`config.mk`:
```
export PLATFORM = sky130hd
export DESIGN_NAME = iq_window_accumulator
export DESIGN_NICKNAME = d
export VERILOG_FILES = /design/src/rtl/sfcw_pkg.sv /design/src/rtl/signed_mult_reg.sv /design/src/rtl/iq_window_accumulator.sv
export SDC_FILE = /design/constraint.sdc
export NUM_CORES = 1
export LEC_CHECK = 0
export ABC_AREA = 1
export BUFFER_PORTS_ARGS = -buffer_cell sky130_fd_sc_hd__buf_2
export CORE_ASPECT_RATIO = 0.75
export CORE_MARGIN = 2
export CORE_UTILIZATION = 35
export DETAILED_ROUTE_END_ITERATION = 10
export MAX_ROUTING_LAYER = met4
export SLEW_MARGIN = 10
export SYNTH_ARGS = -nofsm -noshare
export SYNTH_HDL_FRONTEND = slang
export SYNTH_HIERARCHICAL = 1
export SYNTH_SLANG_ARGS = --single-unit
```
`constraint.sdc`:
```
create_clock -name clk -period 20.5 [get_ports clk]
set_input_delay 3.075 -clock clk [delete_from_list [all_inputs] [get_ports clk]]
set_output_delay 3.075 -clock clk [all_outputs]
set_load 0.05 [all_outputs]
```
`src/rtl/sfcw_pkg.sv`:
```
`default_nettype none
// ============================================================================
// Package     : sfcw_pkg
// Description : Shared definitions for the SFCW IQ receive chain: accumulator
//               width agreed with the IQ controller, window state encoding
//               and a width-generic saturating adder.
// Revision    : 1.0 - initial release
// ============================================================================
package sfcw_pkg;

  // Width of the acc_in word the IQ controller consumes.
  localparam int ACC_W = 48;

  // Internal datapath width of sat_add; any accumulator up to SAT_W-1 bits
  // is handled by clamping at the caller-supplied width.
  localparam int SAT_W = 64;

  typedef enum logic [1:0] {
    IDLE  = 2'd0,
    BLANK = 2'd1,
    ACCUM = 2'd2,
    HOLD  = 2'd3
  } acc_state_t;

  typedef struct packed {
    logic                    sat;
    logic signed [SAT_W-1:0] sum;
  } sat_res_t;

  // Signed add of two sign-extended operands, clamped to the range of a
  // 'width'-bit two's-complement number. The result stays sign-extended.
  function automatic sat_res_t sat_add(input logic signed [SAT_W-1:0] a,
                                       input logic signed [SAT_W-1:0] b,
                                       input int unsigned             width);
    logic signed [SAT_W:0] s;
    logic signed [SAT_W:0] one;
    logic signed [SAT_W:0] pos;
    logic signed [SAT_W:0] neg;
    sat_res_t              r;
    one   = {{SAT_W{1'b0}}, 1'b1};
    pos   = (one << (width - 1)) - one;
    neg   = ~pos;
    s     = {a[SAT_W-1], a} + {b[SAT_W-1], b};
    r.sat = 1'b0;
    r.sum = s[SAT_W-1:0];
    if (s > pos) begin
      r.sat = 1'b1;
      r.sum = pos[SAT_W-1:0];
    end else if (s < neg) begin
      r.sat = 1'b1;
      r.sum = neg[SAT_W-1:0];
    end
    return r;
  endfunction

endpackage
`default_nettype wire

```
`src/rtl/signed_mult_reg.sv`:
```
`default_nettype none
// ============================================================================
// Module      : signed_mult_reg
// Description : One-stage registered signed multiplier with valid passthrough.
//               flush_i drops whatever enters the stage this cycle.
// Revision    : 1.0 - initial release
// ============================================================================
module signed_mult_reg #(
  parameter int A_W = 16,
  parameter int B_W = 16
) (
  input  logic                     clk,
  input  logic                     rst,
  input  logic                     flush_i,
  input  logic                     valid_i,
  input  logic signed [A_W-1:0]    a_i,
  input  logic signed [B_W-1:0]    b_i,
  output logic                     valid_o,
  output logic signed [A_W+B_W-1:0] p_o
);

  logic                      valid_q;
  logic signed [A_W+B_W-1:0] p_q;

  // Product and its qualifier registered together; flush kills the valid.
  always_ff @(posedge clk) begin
    if (rst) begin
      valid_q <= 1'b0;
      p_q     <= '0;
    end else begin
      valid_q <= valid_i & ~flush_i;
      p_q     <= a_i * b_i;
    end
  end

  assign valid_o = valid_q;
  assign p_o     = p_q;

endmodule
`default_nettype wire

```
`src/rtl/iq_window_accumulator.sv`:
```
`default_nettype none
// ============================================================================
// Module      : iq_window_accumulator
// Description : Multiplies ADC samples by the LO reference and integrates
//               ACC_LEN products per rf_switch phase after a BLANK_CYC
//               settling blank. The finished window is held on acc_out.
// Revision    : 1.0 - initial release
// ============================================================================
module iq_window_accumulator
  import sfcw_pkg::*;
#(
  parameter int SAMPLE_W  = 16,
  parameter int REF_W     = 16,
  parameter int ACC_W     = sfcw_pkg::ACC_W,
  parameter int BLANK_CYC = 8,
  parameter int ACC_LEN   = 64
) (
  input  logic                       clk,
  input  logic                       rst,
  input  logic                       rf_switch,
  input  logic                       sample_valid,
  input  logic signed [SAMPLE_W-1:0] sample,
  input  logic signed [REF_W-1:0]    lo_ref,
  output logic signed [ACC_W-1:0]    acc_out,
  output logic                       acc_done,
  output logic                       acc_sat
);

  localparam int PROD_W = SAMPLE_W + REF_W;
  localparam int BLK_CW = (BLANK_CYC > 0) ? $clog2(BLANK_CYC + 1) : 1;
  localparam int ACC_CW = $clog2(ACC_LEN + 1);

  acc_state_t              state_q, state_d;
  logic                    sw_q;
  logic [BLK_CW-1:0]       blank_cnt_q, blank_cnt_d;
  logic [ACC_CW-1:0]       acc_cnt_q, acc_cnt_d;
  logic signed [SAT_W-1:0] acc_q, acc_d;
  logic signed [ACC_W-1:0] acc_out_q, acc_out_d;
  logic                    done_q, done_d;
  logic                    sat_q, sat_d;

  logic                    sw_edge;
  logic                    prod_valid;
  logic signed [PROD_W-1:0] prod;
  logic signed [SAT_W-1:0] prod_ext;
  sat_res_t                add_res;
  logic [BLK_CW-1:0]       blank_nxt;

  assign sw_edge   = rf_switch ^ sw_q;
  assign prod_ext  = {{(SAT_W - PROD_W){prod[PROD_W-1]}}, prod};
  assign add_res   = sat_add(acc_q, prod_ext, ACC_W);
  assign blank_nxt = blank_cnt_q + BLK_CW'(1);

  // An rf_switch edge also flushes the product stage so nothing sampled
  // around the switch moment leaks into the new window.
  signed_mult_reg #(
    .A_W (SAMPLE_W),
    .B_W (REF_W)
  ) u_mult (
    .clk     (clk),
    .rst     (rst),
    .flush_i (sw_edge),
    .valid_i (sample_valid),
    .a_i     (sample),
    .b_i     (lo_ref),
    .valid_o (prod_valid),
    .p_o     (prod)
  );

  // State, counters, accumulator and held result registers.
  always_ff @(posedge clk) begin
    if (rst) begin
      state_q     <= IDLE;
      sw_q        <= rf_switch;
      blank_cnt_q <= '0;
      acc_cnt_q   <= '0;
      acc_q       <= '0;
      acc_out_q   <= '0;
      done_q      <= 1'b0;
      sat_q       <= 1'b0;
    end else begin
      state_q     <= state_d;
      sw_q        <= rf_switch;
      blank_cnt_q <= blank_cnt_d;
      acc_cnt_q   <= acc_cnt_d;
      acc_q       <= acc_d;
      acc_out_q   <= acc_out_d;
      done_q      <= done_d;
      sat_q       <= sat_d;
    end
  end

  // Window sequencing: an edge restarts everything; the result is published
  // one cycle after the last add, and only if no edge intervened.
  always_comb begin
    state_d     = state_q;
    blank_cnt_d = blank_cnt_q;
    acc_cnt_d   = acc_cnt_q;
    acc_d       = acc_q;
    acc_out_d   = acc_out_q;
    done_d      = done_q;
    sat_d       = sat_q;
    if (sw_edge) begin
      blank_cnt_d = '0;
      acc_cnt_d   = '0;
      acc_d       = '0;
      done_d      = 1'b0;
      sat_d       = 1'b0;
      state_d     = (BLANK_CYC == 0) ? ACCUM : BLANK;
    end else begin
      case (state_q)
        BLANK: begin
          if (prod_valid) begin
            blank_cnt_d = blank_nxt;
            if (blank_nxt == BLK_CW'(BLANK_CYC)) begin
              state_d   = ACCUM;
              acc_d     = '0;
              acc_cnt_d = '0;
            end
          end
        end
        ACCUM: begin
          if (acc_cnt_q == ACC_CW'(ACC_LEN)) begin
            state_d   = HOLD;
            acc_out_d = acc_q[ACC_W-1:0];
            done_d    = 1'b1;
          end else if (prod_valid) begin
            acc_d     = add_res.sum;
            sat_d     = sat_q | add_res.sat;
            acc_cnt_d = acc_cnt_q + ACC_CW'(1);
          end
        end
        IDLE, HOLD: ;
        default: state_d = IDLE;
      endcase
    end
  end

  assign acc_out  = acc_out_q;
  assign acc_done = done_q;
  assign acc_sat  = sat_q;

endmodule
`default_nettype wire

```
==> results_dict.tcl, run 1 <==
set metrics [dict create \
    synthAdderAreaFrac_pct 32.0 \
    cp_data_arrival_time_ns 8.84 \
    hold_viol 0 \
    finalSetupTns_ns 0 \
    netlist_top_cells_area "fa_1 (24%), nand2_1 (19%), dfxtp_1 (14%), inv_1 (13%), ha_1 (8.4%)" \
    syn_area_sq_um 22300 \
    synth_cells 3403 \
    cp_common_cell "fa_1" \
    max_cap_viol_count 0 \
    cts_max_level 4 \
    cts_setup_buffers 0 \
    core_sq_um 63400 \
    drive_above_1_share_pct 6.30 \
    cts_tree "done" \
    via_count 19815 \
    portBuffers 85 \
    clock_sinks 161 \
    post_drt_wl_per_cell_um 14.8 \
    cts_resized 0 \
    final.period_utilization_pct 41.4 \
    critPathMaxFanout 16 \
    ctsHoldBuffers 0 \
    synth_fp_nets 3852 \
    synth_top_cell_area_share_pct 23.6 \
    drt_iter0_markers 1411 \
    clock-root-buffer "clkbuf_16" \
    die_w_um 296 \
    place_hpwl_um 51800 \
    fp.dieH_um 223 \
    drt_first_pass_iters 5 \
    grt_pass1_wl_um 105000 \
    crit_type "in2reg" \
    pin_count 86 \
    grt_max_degree 73 \
    timing.slew.headroom_pct 24.9 \
    synth-compound-area-share_pct 7.08 \
    finalClockSkew_ns 0.0155 \
    setup_viol_count_final 0 \
    finalCriticalPeriod_ns 8.48 \
    synth_cell_types 44 \
    min_path_type "reg2reg" \
    clk_latency_ns 0.46 \
    grt_use_total_pct 20.8 \
    synth_simple_gate_area_share_pct 29.2 \
    cts_inserted_buffers 17 \
    synth.area.mux_share_pct 0 \
    slowest_stage "fa_1" \
    utilization_pct 38.0 \
    clockBufferDepth 2 \
    drt-total-wl_um 63400 \
    grt_pass1_vias 19710 \
    avgViaCountPerCell 4.63 \
    path_clk_slew_ns 0.07 \
    remaining_drc_errors 0 \
    timing.fmax_mhz 118 \
    path_cells "buf_2 > nand2_1 > fa_1 > inv_1 > fa_1 > inv_1 > fa_1 > inv_1 > fa_1 > fa_1 > inv_1 > fa_1 > inv_1 > ha_1 > nand2_1 > nor2_1 > nand2_1 > nor3_1 > nand2_1 > nand3_1 > and2_1 > nor2_1" \
    place_congestion 0.964 \
    yosysSeqAreaShare_pct 14.4 \
    grt_antenna_before_repair 0 \
    overflow 0 \
    final_nets 3851 \
    end_kind "flip-flop" \
    num_rows 80 \
    dieArea_sq_um 65900 \
    synth-seq-cells 161 \
    drt.antenna.violating_nets 0 \
    status "complete, no violations" \
    rsz0062_at_grt "false" \
    cp.required_ns 20.85 \
    initial_core_util_pct 35.2 \
    yosysWarnings 6 \
    synth_xor_area_share_pct 2.15 \
    antennaDiodeCount 0 \
    worst_pin_slew_ns 1.13 \
    worstSetupStartpointType "primary input" \
    area_delta_synth_final_pct 7.66 \
    synth_top_family_by_area "adder cells" \
    final_max_slew_viol_count 0 \
    avgSynthCellArea_sq_um 6.56 \
    fill_cells 6904 \
    yosys.area.top_type "fa_1" \
    cpPeakStageDelay_ns 0.90 \
]
cell families after synthesis:
kind of cell | count (synthesis)
AO/OA/AOI/OAI | 298
XOR/XNOR | 54
adder cells (fa/ha/maj) | 413
buffers and inverters | 886
flip-flops | 161
AND/OR/NAND/NOR | 1591
synthesized netlist by cell type, drive strengths merged:
cell / number
a211oi: 1
a21o: 2
a21oi: 222
a31oi: 13
and2: 5
and3: 4
buf: 18
clkbuf: 95
clkinv: 1
dfxtp: 161
fa: 263
ha: 150
inv: 772
nand2: 1172
nand2b: 1
nand3: 135
nand3b: 5
nand4: 19
nor2: 214
nor3: 22
nor3b: 4
nor4: 6
o21a: 3
o21ai: 40
o21bai: 17
or2: 4
xnor2: 22
xor2: 32
routing by layer:
| layer | up-vias | part of all wire, % | GRT usage, % |
|---|---|---|---|
| met5 | - | 0 | - |
| met4 | 0 | 0.91 | 3.05 |
| met3 | 49 | 7.7 | 4.07 |
| met2 | 491 | 39 | 28.5 |
| met1 | 9184 | 52 | 31.6 |
| li1 | 10091 | - | - |
final timing paths:
| path | from | end | slack [ns] | depth (start not counted) |
|---|---|---|---|---|
| hold reg to reg | acc_sat | acc_sat | 0.45 | 2 |
| hold / removal | acc_sat | acc_sat | 0.45 | 2 |
| setup / recovery | sample[15] | u_mult/p_o[28] | 12.02 | 22 |
| setup reg to reg | u_mult/p_o[31] | acc_q[25] | 16.39 | 19 |
critical path: cells and delay by family:
| family | cells | cell delay (ns) |
|---|---|---|
| AND/OR/NAND/NOR | 9 | 1.05 |
| buffers and inverters | 6 | 0.71 |
| adder cells (fa/ha/maj) | 7 | 3.95 |
area by class of cell:
type / count / area [sq um] / area share (%)
multi-input combinational: 2356 / 15700 / 65.5
sequential: 161 / 3220 / 13.4
inverter: 773 / 2900 / 12.1
tap: 861 / 1080 / 4.48
timing repair buffer: 93 / 485 / 2.02
clock buffer: 17 / 425 / 1.77
clock inverter: 15 / 191 / 0.796
state kept, by name, indices dropped and copies added (netlist names):
signal,cells
sw_q,1
acc_out,48
acc_cnt_q,7
state_q,2
u_mult/valid_o,1
acc_done,1
acc_q,64
u_mult/p_o,32
blank_cnt_q,4
acc_sat,1
layout by cell type (no fill, tap or decap), drive strengths merged, types with 19 or more instances in the layout:
master  instances
inv           778
o21ai          40
fa            263
nand4          19
nand2        1172
ha            150
xor2           32
nor2          214
a21oi         222
xnor2          22
nand3         135
nor3           22
buf            93
dfxtp         161
metrics by stage:
stage | hold WS (ns) | area (sq um) | std cells | setup slack, ns
6_report | 0.454 | 24000 | 4276 | 12.02
5_1_grt | 0.470 | 24000 | 4276 | 11.53
4_1_cts | 0.461 | 24000 | 4276 | 12.00
3_5_place_dp | 0.451 | 23400 | 4244 | 11.54
3_3_place_gp | 0.447 | 23400 | 4244 | 11.57
2_1_floorplan | 0.450 | 22300 | 3403 | 11.87
Power of run 1 is left out: the tool's default activity adds up to more than one toggle a clock period on the data nets, which glitch-free logic cannot reach.
==> inputs of run 2 (changes only) <==
clock period = 7.5 ns   (was 20.5 ns; I/O delays follow)
==> results_dict.tcl, run 2 (synthesis results as in run 1) <==
set metrics [dict create \
    drive_above_1_share_pct 6.38 \
    status "complete, no violations" \
    cp_top_family "adder cells" \
    seqCellArea_sq_um 3220 \
    rsz0062_at_grt "false" \
    timing.fmax_mhz 155 \
    dpl_worst_slack_ns 0.593 \
    crit_type "in2reg" \
    max_cap_viol_count 0 \
    drt.antenna.violating_nets 0 \
    stdcell_count 4279 \
    setup_slack_ns 1.07 \
    dieArea_sq_um 65900 \
    grt_antenna_before_repair 0 \
    cts_resized 0 \
    cp_num_buf_inv 6 \
    drt-total-wl_um 63300 \
    num_rows 80 \
    ctsHoldBuffers 0 \
    largest_register "acc_q" \
    finalCriticalPeriod_ns 6.43 \
    cts_max_level 4 \
    final.period_utilization_pct 85.8 \
    pin_count 86 \
    remaining_drc_errors 0 \
    clockBufferDepth 2 \
    path_cells "buf_2 > nand2_1 > fa_1 > inv_1 > fa_1 > buf_4 > fa_1 > fa_1 > fa_1 > inv_1 > fa_1 > inv_1 > ha_1 > nand2_1 > nor2_1 > nand2_1 > inv_1 > nand4_1 > nand3_1 > nand2_1 > nand2_1 > nor2_1" \
    multi_input_area_sq_um 15700 \
    final_cell_mix "nand2_1 (1154), inv_1 (753), fa_1 (263)" \
    cts_tree "done" \
    worst_pin_slew_ns 1.10 \
    core_sq_um 63400 \
    drt_iter0_markers 1591 \
    clock-root-buffer "clkbuf_16" \
    clk_latency_ns 0.46 \
    cts_setup_buffers 0 \
    cpPeakStageDelay_ns 0.64 \
    hold_viol 0 \
    place_hpwl_um 52400 \
    critPathMaxFanout 16 \
    final_common_cell "nand2_1" \
    cp.required_ns 7.85 \
    cp_common_cell "fa_1" \
    min_path_type "reg2reg" \
    fp.dieH_um 223 \
    overflow 0 \
    place_congestion 0.965 \
    cp_data_arrival_time_ns 6.79 \
    initial_core_util_pct 35.2 \
    clock_sinks 161 \
    timing.slew.headroom_pct 26.6 \
    largest_reg_flops 64 \
    cts_inserted_buffers 17 \
    finalClockSkew_ns 0.0140 \
    via_count 19917 \
    portBuffers 85 \
    final_nets 3854 \
    fin_area_sq_um 24100 \
    grt_use_total_pct 20.6 \
    setup_viol_count_final 0 \
    avgViaCountPerCell 4.65 \
    final_max_slew_viol_count 0 \
    slowest_stage "fa_1" \
    grt_pass1_wl_um 104000 \
    post_drt_wl_per_cell_um 14.8 \
    area_delta_synth_final_pct 7.87 \
    placed_cells 4247 \
    drt_first_pass_iters 5 \
    grt_max_degree 73 \
    end_kind "flip-flop" \
    dpl_cell_area_sq_um 23500 \
    fill_cells 6879 \
    die_w_um 296 \
    antennaDiodeCount 0 \
    worstSetupStartpointType "primary input" \
    grt_pass1_vias 19530 \
    path_clk_slew_ns 0.07 \
    finalSetupTns_ns 0 \
]
-- run 2: stage by stage --
step | util, % | hold WS (ns)
after floorplan | - | 0.450
after global placement | 37.0 | 0.443
after detailed placement | 37.0 | 0.441
after CTS | 38.0 | 0.452
after global routing | 38.0 | 0.477
final | 38.0 | 0.448
-- run 2: metal layers --
metal	part of all wire, %	up-vias	track usage, %
li1	-	10097	-
met1	53	9254	31.5
met2	39	529	28.5
met3	7.2	37	3.73
met4	0.79	0	2.96
met5	0	-	-
-- run 2: layout make-up --
cell class / count / share of cell area, %
flip-flops and latches: 161 / 13.4
clock inverters: 13 / 0.774
multi-input cells: 2356 / 65.3
repair buffers: 96 / 2.11
clock buffers: 19 / 1.88
inverters: 773 / 12.0
well taps: 861 / 4.47
-- run 2: final timing paths --
kind | from | to | slack, ns | depth (start not counted)
worst max-delay path | sample[15] | u_mult/p_o[25] | 1.07 | 22
worst min-delay path | acc_sat | acc_sat | 0.45 | 2
worst max register to register | u_mult/p_o[31] | acc_q[28] | 3.37 | 21
worst min register to register | acc_sat | acc_sat | 0.45 | 2
-- run 2: worst register-to-register path, stage by stage, from the launching register on --
cell     delay (ns)
dfxtp_1        0.33
buf_4          0.34
ha_1           0.44
nand2_1        0.19
inv_1          0.05
a21oi_1        0.25
inv_1          0.10
a21oi_1        0.17
nand2_1        0.10
a21oi_1        0.19
nand2_1        0.08
nand2_1        0.06
nand2_1        0.09
nor2_1         0.11
nand3_1        0.08
nor2_1         0.14
nand3_1        0.10
nand2_1        0.42
buf_4          0.48
nand2_1        0.15
nand2_1        0.08
a21oi_1        0.07
Power of run 2 is left out for the same reason.
==> inputs of run 3 (changes only) <==
clock period = 5.6 ns   (was 7.5 ns; I/O delays follow)
==> results_dict.tcl, run 3 (synthesis results as in run 1) <==
set metrics [dict create \
    drive_above_1_share_pct 14.5 \
    drt_first_pass_iters 5 \
    portBuffers 85 \
    num_rows 80 \
    status "complete, no violations" \
    worstSetupStartpointType "primary input" \
    pin_count 86 \
    drt_iter0_markers 1734 \
    path_cells "buf_2 > clkinvlp_4 > buf_12 > buf_6 > buf_4 > nor2_2 > fa_1 > fa_2 > fa_1 > fa_2 > fa_1 > inv_1 > fa_1 > inv_1 > ha_4 > nand2_4 > nor2_4 > inv_1 > nor2_4 > nand4_1 > nand2_1 > nand2_1 > nand2_1 > nor2_1" \
    final_nets 4028 \
    grt_use_total_pct 20.8 \
    hold_ws_ns 0.450 \
    post_drt_wl_per_cell_um 14.4 \
    place_congestion 0.968 \
    grt_max_degree 73 \
    cts_max_level 4 \
    overflow 0 \
    final.period_utilization_pct 97.8 \
    core_sq_um 63400 \
    slowest_stage "fa_2" \
    via_count 20392 \
    min_path_type "reg2reg" \
    place_hpwl_um 53200 \
    final_max_slew_viol_count 0 \
    cts_inserted_buffers 17 \
    grt_pass1_wl_um 106000 \
    cpPeakStageDelay_ns 0.58 \
    timing.fmax_mhz 183 \
    dieArea_sq_um 65900 \
    setup_viol_count_final 0 \
    final_cell_mix "nand2_1 (1125), inv_1 (733), fa_1 (251)" \
    clock-root-buffer "clkbuf_16" \
    critPathMaxFanout 4 \
    worst_pin_slew_ns 1.10 \
    fp.dieH_um 223 \
    initial_core_util_pct 35.2 \
    rsz0062_at_grt "true" \
    clock_sinks 161 \
    max_cap_viol_count 0 \
    drt.antenna.violating_nets 0 \
    drt-total-wl_um 64000 \
    hold_viol 0 \
    largest_register "acc_q" \
    finalClockSkew_ns 0.0171 \
    cts_tree "done" \
    remaining_drc_errors 0 \
    cp_common_cell "fa_1" \
    timing.slew.headroom_pct 26.4 \
    clockBufferDepth 2 \
    grt_pass1_vias 19832 \
    clk_latency_ns 0.47 \
    path_clk_slew_ns 0.07 \
    finalCriticalPeriod_ns 5.48 \
    area_delta_synth_final_pct 17.9 \
    largest_reg_flops 64 \
    avgViaCountPerCell 4.58 \
    end_kind "flip-flop" \
    cp.required_ns 5.96 \
    die_w_um 296 \
    crit_type "in2reg" \
    grt_antenna_before_repair 0 \
    cp_data_arrival_time_ns 5.83 \
    final_common_cell "nand2_1" \
]
[run 3: changes by cell type in the layout (fill, tap and decap cells not counted), sizes merged]
cell	previous run	this run
bufinv	3	0
clkinv	2	9
diode	0	1
inv	780	778
clkbuf	19	24
buf	96	263
[run 3: critical path, delay by kind of cell]
family / cells / cell delay (ns)
buffers and inverters: 8 / 0.82
adders and majority gates: 7 / 3.28
and+or+nand+nor: 9 / 0.89
[run 3: metrics by stage]
| step | utilization, % | setup slack [ns] | area (sq um) | cells | setup TNS, ns |
|---|---|---|---|---|---|
| after floorplan | - | -0.0814 | 22900 | 3403 | -0.145 |
| after CTS | 40.5 | 0.0127 | 25700 | 4435 | 0 |
| after detailed placement | 39.4 | -0.600 | 25000 | 4399 | -9.74 |
| final | 41.5 | 0.125 | 26300 | 4454 | 0 |
| after global placement | 39.4 | -0.580 | 25000 | 4399 | -9.00 |
| after global routing | 41.5 | -0.0370 | 26300 | 4453 | -0.192 |
[run 3: cell type report]
type / count / area [sq um]
fill: 6646 / 37000
multi-input combinational: 2356 / 16400
sequential: 161 / 3220
inverter: 773 / 2910
timing repair buffer: 270 / 2080
tap: 861 / 1080
clock buffer: 17 / 425
clock inverter: 15 / 168
antenna: 1 / 2.50
[run 3: metal layers]
metal / GRT usage (%) / part of all wire (%) / up-vias / wire (um)
met2: 28.1 / 39 / 517 / 24900
met1: 32.6 / 53 / 9377 / 33900
met4: 2.73 / 0.65 / 0 / 415
met3: 3.23 / 7.3 / 31 / 4680
met5: - / 0 / - / 0
li1: - / - / 10467 / -
[run 3: what timing repair did]
item / CTS / global route
pin swaps: 3 / 120
cloned: 0 / 1
buffers inserted: 4 / 17
hold buffers: 0 / 0
gates resized for setup: 12 / 158
setup endpoints to repair: 8 / 19
[run 3: path summary, 6_finish.rpt]
path	slack, ns	end	depth (start not counted)	startpoint
max	0.12	u_mult/p_o[21]	24	lo_ref[15]
min	0.45	acc_sat	2	acc_sat
max reg2reg	1.23	acc_q[27]	21	u_mult/p_o[31]
min reg2reg	0.45	acc_sat	2	acc_sat
Power of run 3 is left out for the same reason.
